File: config.mk
export PLATFORM = sky130hd
export DESIGN_NAME = urv_divide_seq_flat
export DESIGN_NICKNAME = d
export VERILOG_FILES = /design/src/rtl/urv_divide_seq_pkg.sv /design/src/rtl/urv_divide_seq_if.sv /design/src/rtl/urv_div_step.sv /design/src/rtl/urv_divide_seq.sv /design/src/flat_wrapper.sv
export SDC_FILE = /design/constraint.sdc
export NUM_CORES = 1
export LEC_CHECK = 0
export ABC_AREA = 1
export CAP_MARGIN = 20
export CORE_ASPECT_RATIO = 0.8
export CORE_MARGIN = 1
export CORE_UTILIZATION = 60
export DETAILED_ROUTE_END_ITERATION = 10
export GPL_TIMING_DRIVEN = 0
export PLACE_DENSITY = 0.82
export SETUP_SLACK_MARGIN = 0.02
export SLEW_MARGIN = 15
export SYNTH_ARGS = -nofsm -noshare
export SYNTH_HDL_FRONTEND = slang
export SYNTH_SLANG_ARGS = --single-unit
File: constraint.sdc
create_clock -name clk_i -period 5.2 [get_ports clk_i]
set_input_delay 0.52 -clock clk_i [delete_from_list [all_inputs] [get_ports clk_i]]
set_output_delay 0.52 -clock clk_i [all_outputs]
set_load 0.1 [all_outputs]
File: src/rtl/urv_divide_seq_pkg.sv
// Shared definitions for the RV32M iterative divider: function codes,
// writeback select, FSM state encoding and small sign helpers.
package urv_divide_seq_pkg;

    localparam logic [2:0] FUNC_DIV  = 3'b100;
    localparam logic [2:0] FUNC_DIVU = 3'b101;
    localparam logic [2:0] FUNC_REM  = 3'b110;
    localparam logic [2:0] FUNC_REMU = 3'b111;

    localparam logic [2:0] RD_SOURCE_DIVIDE = 3'b101;

    typedef enum logic [1:0] {
        DIV_IDLE = 2'b00,
        DIV_ITER = 2'b01,
        DIV_FIX  = 2'b10,
        DIV_DONE = 2'b11
    } div_state_t;

    function automatic logic [31:0] f_abs_if(input logic [31:0] v, input logic en);
        return (en && v[31]) ? (32'd0 - v) : v;
    endfunction

    function automatic logic [31:0] f_neg_if(input logic [31:0] v, input logic en);
        return en ? (32'd0 - v) : v;
    endfunction

endpackage

File: src/rtl/urv_divide_seq_if.sv
// Execute-stage <-> divider handshake: operands, kill, stall and result.
interface urv_divide_seq_if;
    logic        x_start_i;
    logic [2:0]  x_fun_i;
    logic [31:0] x_rs1_i;
    logic [31:0] x_rs2_i;
    logic        x_kill_i;
    logic        x_stall_req_o;
    logic        x_busy_o;
    logic        x_done_o;
    logic [31:0] x_result_o;

    modport slave (
        input  x_start_i, x_fun_i, x_rs1_i, x_rs2_i, x_kill_i,
        output x_stall_req_o, x_busy_o, x_done_o, x_result_o
    );

    modport master (
        output x_start_i, x_fun_i, x_rs1_i, x_rs2_i, x_kill_i,
        input  x_stall_req_o, x_busy_o, x_done_o, x_result_o
    );
endinterface

File: src/rtl/urv_div_step.sv
// One combinational restoring-division step on the {rem,quot} pair.
module urv_div_step (
    input  logic [31:0] i_rem,
    input  logic [31:0] i_quot,
    input  logic [31:0] i_divisor,
    output logic [31:0] o_rem,
    output logic [31:0] o_quot
);

    logic [32:0] w_shifted;
    logic [32:0] w_trial;

    // Shift in the next dividend bit and keep the difference if no borrow.
    always_comb begin
        w_shifted = {i_rem, i_quot[31]};
        w_trial   = w_shifted - {1'b0, i_divisor};
        if (!w_trial[32]) begin
            o_rem  = w_trial[31:0];
            o_quot = {i_quot[30:0], 1'b1};
        end else begin
            o_rem  = w_shifted[31:0];
            o_quot = {i_quot[30:0], 1'b0};
        end
    end

endmodule

File: src/rtl/urv_divide_seq.sv
// Multi-cycle RV32M DIV/DIVU/REM/REMU sequencer beside the execute stage;
// stalls the pipeline until the sign-corrected result is registered.
module urv_divide_seq
    import urv_divide_seq_pkg::*;
#(
    parameter int g_bits_per_cycle = 1
) (
    input  logic            clk_i,
    input  logic            rst_i,
    urv_divide_seq_if.slave x_if
);

    localparam int         N    = 32 / g_bits_per_cycle;
    localparam logic [4:0] LAST = 5'(N - 1);

    generate
        if (g_bits_per_cycle != 1 && g_bits_per_cycle != 2 && g_bits_per_cycle != 4) begin : g_bad_param
            $error("urv_divide_seq: g_bits_per_cycle must be 1, 2 or 4");
        end
    endgenerate

    div_state_t  r_state;
    logic [4:0]  r_cnt;
    logic        r_sel_rem;
    logic [31:0] r_rem;
    logic [31:0] r_quot;
    logic [31:0] r_divisor;
    logic [31:0] r_result;
    logic        r_neg_q;
    logic        r_neg_r;
    logic        r_done;

    logic        w_signed;
    logic        w_accept;
    logic        w_div_zero;
    logic        w_overflow;
    logic [31:0] w_q_fix;
    logic [31:0] w_r_fix;
    logic [31:0] w_rem  [0:g_bits_per_cycle];
    logic [31:0] w_quot [0:g_bits_per_cycle];

    assign w_signed   = ~x_if.x_fun_i[0];
    assign w_accept   = (r_state == DIV_IDLE) & x_if.x_start_i & ~x_if.x_kill_i;
    assign w_div_zero = (x_if.x_rs2_i == 32'h0000_0000);
    assign w_overflow = w_signed & (x_if.x_rs1_i == 32'h8000_0000) & (x_if.x_rs2_i == 32'hFFFF_FFFF);
    assign w_q_fix    = f_neg_if(r_quot, r_neg_q);
    assign w_r_fix    = f_neg_if(r_rem, r_neg_r);

    assign w_rem[0]  = r_rem;
    assign w_quot[0] = r_quot;

    generate
        for (genvar i = 0; i < g_bits_per_cycle; i++) begin : g_step
            urv_div_step u_step (
                .i_rem     (w_rem[i]),
                .i_quot    (w_quot[i]),
                .i_divisor (r_divisor),
                .o_rem     (w_rem[i+1]),
                .o_quot    (w_quot[i+1])
            );
        end
    endgenerate

    // Stall drops in DONE so exactly one instruction leaves execute.
    assign x_if.x_stall_req_o = ~x_if.x_kill_i &
                                (w_accept | (r_state == DIV_ITER) | (r_state == DIV_FIX));
    assign x_if.x_busy_o      = (r_state != DIV_IDLE);
    assign x_if.x_done_o      = r_done;
    assign x_if.x_result_o    = r_result;

    // Sequencer FSM with the operand, iteration and result registers.
    always_ff @(posedge clk_i or posedge rst_i) begin
        if (rst_i) begin
            r_state   <= DIV_IDLE;
            r_cnt     <= 5'd0;
            r_sel_rem <= 1'b0;
            r_rem     <= 32'h0000_0000;
            r_quot    <= 32'h0000_0000;
            r_divisor <= 32'h0000_0000;
            r_result  <= 32'h0000_0000;
            r_neg_q   <= 1'b0;
            r_neg_r   <= 1'b0;
            r_done    <= 1'b0;
        end else begin
            r_done <= 1'b0;
            if (x_if.x_kill_i) begin
                r_state <= DIV_IDLE;
            end else begin
                case (r_state)
                    DIV_IDLE: begin
                        if (x_if.x_start_i) begin
                            r_sel_rem <= x_if.x_fun_i[1];
                            r_divisor <= f_abs_if(x_if.x_rs2_i, w_signed);
                            r_neg_q   <= w_signed & (x_if.x_rs1_i[31] ^ x_if.x_rs2_i[31]);
                            r_neg_r   <= w_signed & x_if.x_rs1_i[31];
                            r_cnt     <= 5'd0;
                            // Architectural corner cases bypass the iteration.
                            if (w_div_zero) begin
                                r_quot   <= 32'hFFFF_FFFF;
                                r_rem    <= x_if.x_rs1_i;
                                r_result <= x_if.x_fun_i[1] ? x_if.x_rs1_i : 32'hFFFF_FFFF;
                                r_done   <= 1'b1;
                                r_state  <= DIV_DONE;
                            end else if (w_overflow) begin
                                r_quot   <= 32'h8000_0000;
                                r_rem    <= 32'h0000_0000;
                                r_result <= x_if.x_fun_i[1] ? 32'h0000_0000 : 32'h8000_0000;
                                r_done   <= 1'b1;
                                r_state  <= DIV_DONE;
                            end else begin
                                r_quot  <= f_abs_if(x_if.x_rs1_i, w_signed);
                                r_rem   <= 32'h0000_0000;
                                r_state <= DIV_ITER;
                            end
                        end else begin
                            r_state <= DIV_IDLE;
                        end
                    end
                    DIV_ITER: begin
                        r_rem  <= w_rem[g_bits_per_cycle];
                        r_quot <= w_quot[g_bits_per_cycle];
                        r_cnt  <= r_cnt + 5'd1;
                        if (r_cnt == LAST) begin
                            r_state <= DIV_FIX;
                        end else begin
                            r_state <= DIV_ITER;
                        end
                    end
                    DIV_FIX: begin
                        r_result <= r_sel_rem ? w_r_fix : w_q_fix;
                        r_done   <= 1'b1;
                        r_state  <= DIV_DONE;
                    end
                    DIV_DONE: begin
                        r_state <= DIV_IDLE;
                    end
                    default: begin
                        r_state <= DIV_IDLE;
                    end
                endcase
            end
        end
    end

endmodule

File: src/flat_wrapper.sv
// flat-port wrapper written by rule: the top's interface ports become plain ports
module urv_divide_seq_flat import urv_divide_seq_pkg::*;
#(
    parameter int g_bits_per_cycle = 1
)
  (clk_i, rst_i, x_if_x_start_i, x_if_x_fun_i, x_if_x_rs1_i, x_if_x_rs2_i, x_if_x_kill_i, x_if_x_stall_req_o, x_if_x_busy_o, x_if_x_done_o, x_if_x_result_o);
  urv_divide_seq_if x_if_i ();
  input  logic clk_i;
  input  logic rst_i;
  input wire logic [$bits(x_if_i.x_start_i)-1:0] x_if_x_start_i;
  input wire logic [$bits(x_if_i.x_fun_i)-1:0] x_if_x_fun_i;
  input wire logic [$bits(x_if_i.x_rs1_i)-1:0] x_if_x_rs1_i;
  input wire logic [$bits(x_if_i.x_rs2_i)-1:0] x_if_x_rs2_i;
  input wire logic [$bits(x_if_i.x_kill_i)-1:0] x_if_x_kill_i;
  output wire logic [$bits(x_if_i.x_stall_req_o)-1:0] x_if_x_stall_req_o;
  output wire logic [$bits(x_if_i.x_busy_o)-1:0] x_if_x_busy_o;
  output wire logic [$bits(x_if_i.x_done_o)-1:0] x_if_x_done_o;
  output wire logic [$bits(x_if_i.x_result_o)-1:0] x_if_x_result_o;
  assign x_if_i.x_start_i = x_if_x_start_i;
  assign x_if_i.x_fun_i = x_if_x_fun_i;
  assign x_if_i.x_rs1_i = x_if_x_rs1_i;
  assign x_if_i.x_rs2_i = x_if_x_rs2_i;
  assign x_if_i.x_kill_i = x_if_x_kill_i;
  assign x_if_x_stall_req_o = x_if_i.x_stall_req_o;
  assign x_if_x_busy_o = x_if_i.x_busy_o;
  assign x_if_x_done_o = x_if_i.x_done_o;
  assign x_if_x_result_o = x_if_i.x_result_o;
  urv_divide_seq #(.g_bits_per_cycle(g_bits_per_cycle)) u_core (.clk_i(clk_i), .rst_i(rst_i), .x_if(x_if_i));
endmodule
==> flow_summary_export.csv, run 1 <==
group,metric,value,unit
status,status,"completed",
worst_setup_path,critical_path_class,"in -> reg",
clock_network,clock-sinks,139,
synthesis,synth_xor_area_frac,0.03990,
grt,antenna_found_initial,0,
grt,grt_max_degree,79,
clock_network,cts_max_level,4,
clock_network,cts_resized,0,
worst_setup_path,reg2reg_to,"u_core.r_rem[17]",
grt,grt_pass1_wl,80740,um
flow_run,max_cap_viol_count,0,
clock_network,path_clk_slew,0.08,ns
power_and_ir_drop,power,9.415,mW
die,initial_core_util,0.6209,
timing,maxSlewHeadroom,0.3337,
detailed_routing,vias_per_cell,6.047,
detailed_routing,wl_met3,8328,um
timing,setup_viol,0,
synthesis,avgSynthCellArea,5.977,um^2
detailed_routing,drtIter0Drc,2755,
detailed_routing,dr_total_vias,16410,
finish,final_nets,2512,
synthesis,synth-edff-count,0,
hold_path,min_from,"u_core.x_if.x_result_o[23]",
worst_setup_path,r2r_cells,18,
synthesis,yosys_warnings,0,
worst_setup_path,cp.arrival,3.64,ns
clock_network,cts-buffers-inserted,17,
worst_setup_path,crit_path_end_kind,"flop",
timing,worst_pin_slew,0.9963,ns
finish,final_cell_mix,"nand2_1, inv_1, nor2_1",
finish,stdcell_area,0.01564,mm^2
detailed_routing,top_layer_used,"met4",
power_and_ir_drop,power_leakage,8.078,nW
finish,syn_to_final_growth,14.91,%
finish,antenna-diode-count,0,
clock_network,cts_tree,"yes",
synthesis,async_reset_ff_frac,1.000,
worst_setup_path,path_max_fanout,10,
finish,final_util,0.7135,
finish,layout-drive-gt1-share,0.05758,
detailed_routing,firstDrtPassIters,8,
power_and_ir_drop,power_density,602.0,mW/mm^2
timing,slew_violations,0,
detailed_routing,wl_met1,21410,um
place,io_buffers,104,
place,routabilityCongestion,1.052,
hold_path,holdCritPathClass,"reg -> reg",
worst_setup_path,critPathRequiredTime,5.55,ns
detailed_routing,wire_per_inst,19.51,um
finish,layout_commonest_cell,"nand2_1",
worst_setup_path,r2r_slack,2.00,ns
synthesis,ys_types,50,
timing,final_hold_viol_count,0,
die,fp-row-count,48,
synthesis,syn_area,0.01361,mm^2
place,dpl.hpwl,42050,um
power_and_ir_drop,peakVddDrop,0.2855,mV
grt,grt_pass1_vias,14780,
timing,fmax,304.1,MHz
grt,grt_use_total,0.4624,
finish,nFillCells,1997,
worst_setup_path,rr_startpoint,"u_core.r_quot[31]",
synthesis,yosys.area_share.simple,0.3882,
timing,timing.hold.ws,0.4845,ns
synthesis,synthCells,2277,
finish,finalNonFillerCells,2714,
hold_path,min_to,"u_core.x_if.x_result_o[23]",
synthesis,syn_nets,2388,
timing,period_minus_slack,3.289,ns
die,io_pins,106,
synthesis,synth_compound_area_frac,0.1484,
hold_path,hold_depth,2,
clock_network,cts_setup_buffers,0,
detailed_routing,drc,0,
die,die_area,0.02329,mm^2
die,die_h,136.7,um
place,placed_area,0.01506,mm^2
timing,finalClockSkew,0.01502,ns
synthesis,synthAdderAreaFrac,0.03732,
place,dpl.cell_count,2682,
clock_network,cts_buffer_depth,2,
timing,period_share,0.6324,
detailed_routing,detail-route-antenna-nets,0,
clock_network,root_buffer,"clkbuf_16",
synthesis,ys_ff_latch,139,
detailed_routing,drt_wl_total,52950,um
detailed_routing,route.met2.wl,21270,um
worst_setup_path,startpoint_type,"input pin",
clock_network,clk_latency,0.45,ns
timing,rsz0062_at_grt,"no",
grt,grt.overflow.total,0,
die,die-width,170.4,um
die,core-area,0.02192,mm^2
synthesis,seq_area_frac_synth,0.2556,
synthesis,synthMuxAreaShare,0,
synthesis,ys.flop_type,"dfrtp_1",
synthesis,synth_top_family_by_area,"simple AND/OR/NAND/NOR gates",
clock_network,cts_hold_buf,0,
-- state kept, by name, summed over array words and instances (netlist names) --
register                flops
u_core.r_neg_q              1
u_core.r_neg_r              1
u_core.r_divisor           32
u_core.r_rem               32
u_core.r_quot              32
u_core.x_if.x_done_o        1
u_core.x_if.x_result_o     32
u_core.r_sel_rem            1
u_core.r_cnt                5
u_core.r_state              2
-- final cells by class --
class	count	area [um^2]	share of cell area
Clock buffer	17	425.4	0.02720
Multi-Input combinational cell	1690	8354	0.5342
Buffer	76	380.4	0.02432
Sequential cell	139	3478	0.2224
Clock inverter	15	152.6	0.009760
Tap cell	300	375.4	0.02400
Inverter	372	1405	0.08984
Timing Repair Buffer	105	1069	0.06832
-- worst max-delay path, stage by stage --
cell,delay (ns)
clkdlybuf4s50_1,0.60
inv_1,0.18
nand2_1,0.62
clkinv_1,0.60
clkbuf_1,0.43
nand2_1,0.17
xor2_1,0.19
nand2_1,0.09
a22oi_1,0.23
-- worst max path at each step --
stage	start	to	slack, ns
CTS	u_core.r_state[1]	x_if_x_stall_req_o	2.12
floorplan	rst_i	u_core.r_cnt[0]	0.96
detailed placement	x_if_x_fun_i[0]	u_core.r_quot[30]	1.75
global route	x_if_x_fun_i[0]	u_core.r_quot[29]	1.91
finish	x_if_x_fun_i[0]	u_core.r_quot[12]	1.91
global placement	rst_i	u_core.r_cnt[2]	-1.05
-- layer usage --
layer	track usage	vias up
li1	-	7500
met3	0.1698	183
met1	0.6320	7561
met2	0.6619	1167
met4	0.1732	0
met5	0	-
-- cell usage after synthesis (3+ instances only) --
library cell / n / area (um^2)
a211oi_1: 3 / 22.52
a21o_1: 3 / 22.52
a21oi_1: 103 / 515.5
a21oi_2: 28 / 245.2
a22oi_1: 20 / 150.1
a31oi_1: 6 / 37.54
buf_1: 9 / 33.78
buf_2: 7 / 35.03
buf_4: 3 / 22.52
buf_6: 10 / 112.6
clkbuf_1: 47 / 176.4
clkinv_1: 4 / 15.01
dfrtp_1: 139 / 3478
ha_1: 39 / 488.0
inv_1: 348 / 1306
inv_2: 19 / 71.32
nand2_1: 699 / 2624
nand2_2: 5 / 31.28
nand2_4: 4 / 45.04
nand3_1: 206 / 1031
nand3b_1: 10 / 75.07
nand4_1: 43 / 269.0
nor2_1: 221 / 829.6
nor2_2: 6 / 37.54
nor2_4: 4 / 45.04
nor3_1: 23 / 115.1
nor4_1: 5 / 31.28
o211ai_1: 15 / 112.6
o21ai_0: 102 / 510.5
o21ai_1: 39 / 195.2
o21ai_2: 9 / 78.83
o22ai_1: 7 / 43.79
o31ai_1: 6 / 45.04
or2_2: 3 / 18.77
xnor2_1: 6 / 52.55
xor2_1: 56 / 490.5
-- per-stage QoR --
stage                     setup TNS [ns]  worst slack, ns
after floorplan                        0           0.9555
after global placement           -144.42           -1.052
after detailed placement               0            1.749
after CTS                              0            2.118
after global routing                   0            1.905
final                                  0            1.911
-- logic make-up (layout without fill, tap and decap cells) --
kind of cell,after synthesis,after routing
buf+inv,448,585
xor+xnor,62,62
simple gates,1242,1242
fa+ha+maj,40,40
flops,139,139
compound gates,346,346
-- report_power, final --
group / total (mW) / internal (mW) / switching (mW) / leakage [nW]
Sequential: 1.93 / 1.47 / 0.464 / 1.71
Combinational: 6.24 / 1.91 / 4.33 / 6.09
Clock: 1.25 / 0.639 / 0.608 / 0.283
Note: power is estimated with default switching activity, not from simulation.
==> run 2, diff against run 1 <==
- clock period: 5.2 -> 3.2 ns (I/O delays scaled with it)
==> run 2 against run 1 <==
  * Final area increased by 0.73%
  * Register-to-register slack got worse by 1.9 ns
  * Clock skew is essentially flat
  * Combinational power grew 65%
  * Sequential cell count did not move
  * Die area unchanged
  * Critical endpoint is now u_core.r_rem[19]
==> flow_summary_export.csv, run 2 (synthesized netlist as in run 1, its figures left out) <==
group,metric,value,unit
timing,slew_violations,0,
detailed_routing,firstDrtPassIters,8,
timing,timing.hold.ws,0.2664,ns
finish,layout_commonest_cell,"nand2_1",
timing,maxSlewHeadroom,0.3289,
place,io_buffers,104,
clock_network,cts_hold_buf,0,
die,die_h,136.7,um
worst_setup_path,cp.arrival,3.43,ns
detailed_routing,drc,0,
timing,rsz0062_at_grt,"no",
finish,final_nets,2515,
worst_setup_path,r2r_slack,0.1,ns
timing,period_minus_slack,3.103,ns
clock_network,clock-sinks,139,
clock_network,path_clk_slew,0.07,ns
die,die_area,0.02329,mm^2
grt,grt_pass1_vias,15020,
detailed_routing,wire_per_inst,19.54,um
clock_network,cts-buffers-inserted,17,
status,status,"completed",
worst_setup_path,crit_path_end_kind,"flop",
worst_setup_path,reg2reg_to,"u_core.r_rem[19]",
grt,grt_use_total,0.4659,
clock_network,cts_tree,"yes",
place,routabilityCongestion,1.080,
timing,finalClockSkew,0.01454,ns
detailed_routing,drtIter0Drc,2619,
worst_setup_path,startpoint_type,"flop",
detailed_routing,drt_wl_total,53100,um
power_and_ir_drop,p_clk_frac,0.140,
worst_setup_path,path_max_fanout,10,
die,io_pins,106,
die,die-width,170.4,um
detailed_routing,dr_total_vias,16510,
die,initial_core_util,0.6209,
grt,grt.overflow.total,0,
power_and_ir_drop,netSwitchingPower,8.865,mW
clock_network,root_buffer,"clkbuf_16",
timing,setup_viol,0,
finish,layout-drive-gt1-share,0.05958,
worst_setup_path,rr_startpoint,"u_core.r_quot[31]",
grt,antenna_found_initial,1,
power_and_ir_drop,power_leakage,8.124,nW
clock_network,cts_max_level,4,
power_and_ir_drop,power_density,989.9,mW/mm^2
die,core-area,0.02192,mm^2
power_and_ir_drop,swShare,0.5685,
worst_setup_path,critical_path_class,"reg -> reg",
detailed_routing,detail-route-antenna-nets,0,
grt,grt_max_degree,36,
power_and_ir_drop,seq_power_share,0.201,
place,dpl.hpwl,42630,um
worst_setup_path,critPathRequiredTime,3.53,ns
clock_network,clk_latency,0.45,ns
clock_network,cts_buffer_depth,2,
grt,grt_pass1_wl,81480,um
timing,fmax,322.3,MHz
power_and_ir_drop,p_int,6.730,mW
die,fp-row-count,48,
timing,finalWorstSetupSlack,0.09745,ns
timing,final_hold_viol_count,0,
finish,final_cell_mix,"nand2_1, inv_1, nor2_1",
flow_run,max_cap_viol_count,0,
hold_path,holdCritPathClass,"in -> async",
timing,period_share,0.9695,
power_and_ir_drop,p_comb_frac,0.660,
power_and_ir_drop,power,15.59,mW
finish,syn_to_final_growth,15.75,%
place,pre_cts_ws,0.03912,ns
worst_setup_path,r2r_cells,18,
power_and_ir_drop,peakVddDrop,0.5229,mV
detailed_routing,vias_per_cell,6.073,
timing,worst_pin_slew,1.003,ns
run 2: changes by cell type in the layout (fill, tap and decap cells not counted), sizes merged:
cell / before / now
diode: 0 / 1
clkinvlp: 1 / 2
bufinv: 0 / 2
buf: 30 / 32
clkbuf: 64 / 66
clkinv: 10 / 6
run 2: power by group through the flow:
stage	registers [mW]	clock network [mW]	logic [mW]
3_5_place_dp	3.13	0	9.73
4_1_cts	3.10	2.15	9.83
5_1_grt	3.20	2.22	11.2
2_1_floorplan	3.38	0	6.65
6_report	3.13	2.18	10.3
3_3_place_gp	3.09	0	9.49
run 2: final cells by class:
cell class	count	area, um^2
multi-input combinational	1690	8364
fill	1929	6167
sequential	139	3478
inverter	372	1401
timing repair buffer	108	1121
clock buffer	18	439.2
buffer	76	385.4
tap	300	375.4
clock inverter	14	186.4
antenna	1	2.502
run 2: worst max path at each step:
stage                     cells past startpoint  slack, ns              start                   end
after floorplan                               4       0.35  u_core.r_state[1]    x_if_x_stall_req_o
after global placement                        2      -0.12              rst_i  u_core.r_divisor[19]
after detailed placement                      9       0.04    x_if_x_fun_i[0]     u_core.r_quot[10]
after CTS                                    18       0.16  u_core.r_quot[31]      u_core.r_rem[30]
after global routing                         18      0.002  u_core.r_quot[31]       u_core.r_rem[7]
final                                        18        0.1  u_core.r_quot[31]      u_core.r_rem[19]
run 2: routing by layer:
metal,track usage,part of all wire,vias up
met3,0.1767,0.17,215
met2,0.6598,0.40,1321
met5,0,0.00090,-
met1,0.6322,0.39,7452
li1,-,-,7515
met4,0.1927,0.041,3
run 2: stage by stage:
stage	instance area, um^2	TNS [ns]	utilization	std cells
global route	15750	0	0.7186	2717
floorplan	13610	0	-	2277
CTS	15740	0	0.7179	2717
detailed placement	15110	0	0.6893	2685
global placement	15030	-13.24	0.6857	2681
finish	15750	0	0.7187	2718
run 2: worst max-delay path: stages, from the launching register on:
cell	delay, ns
dfrtp_1	0.43
inv_1	0.17
ha_1	0.26
fa_1	0.43
inv_1	0.12
nand3_1	0.10
nand2_2	0.16
nand2_1	0.08
nand2_2	0.13
nand2_1	0.06
nand2_1	0.14
nand2_2	0.10
nand2_2	0.10
nand2_4	0.08
nand2_4	0.11
clkbuf_4	0.24
nand2_1	0.10
nand3_1	0.10
a21oi_2	0.06
run 2: timing repair:
action,CTS,global route
buffers inserted,0,0
gates resized for setup,0,6
endpoints found under the setup margin,0,30
endpoints found under the hold margin,0,0
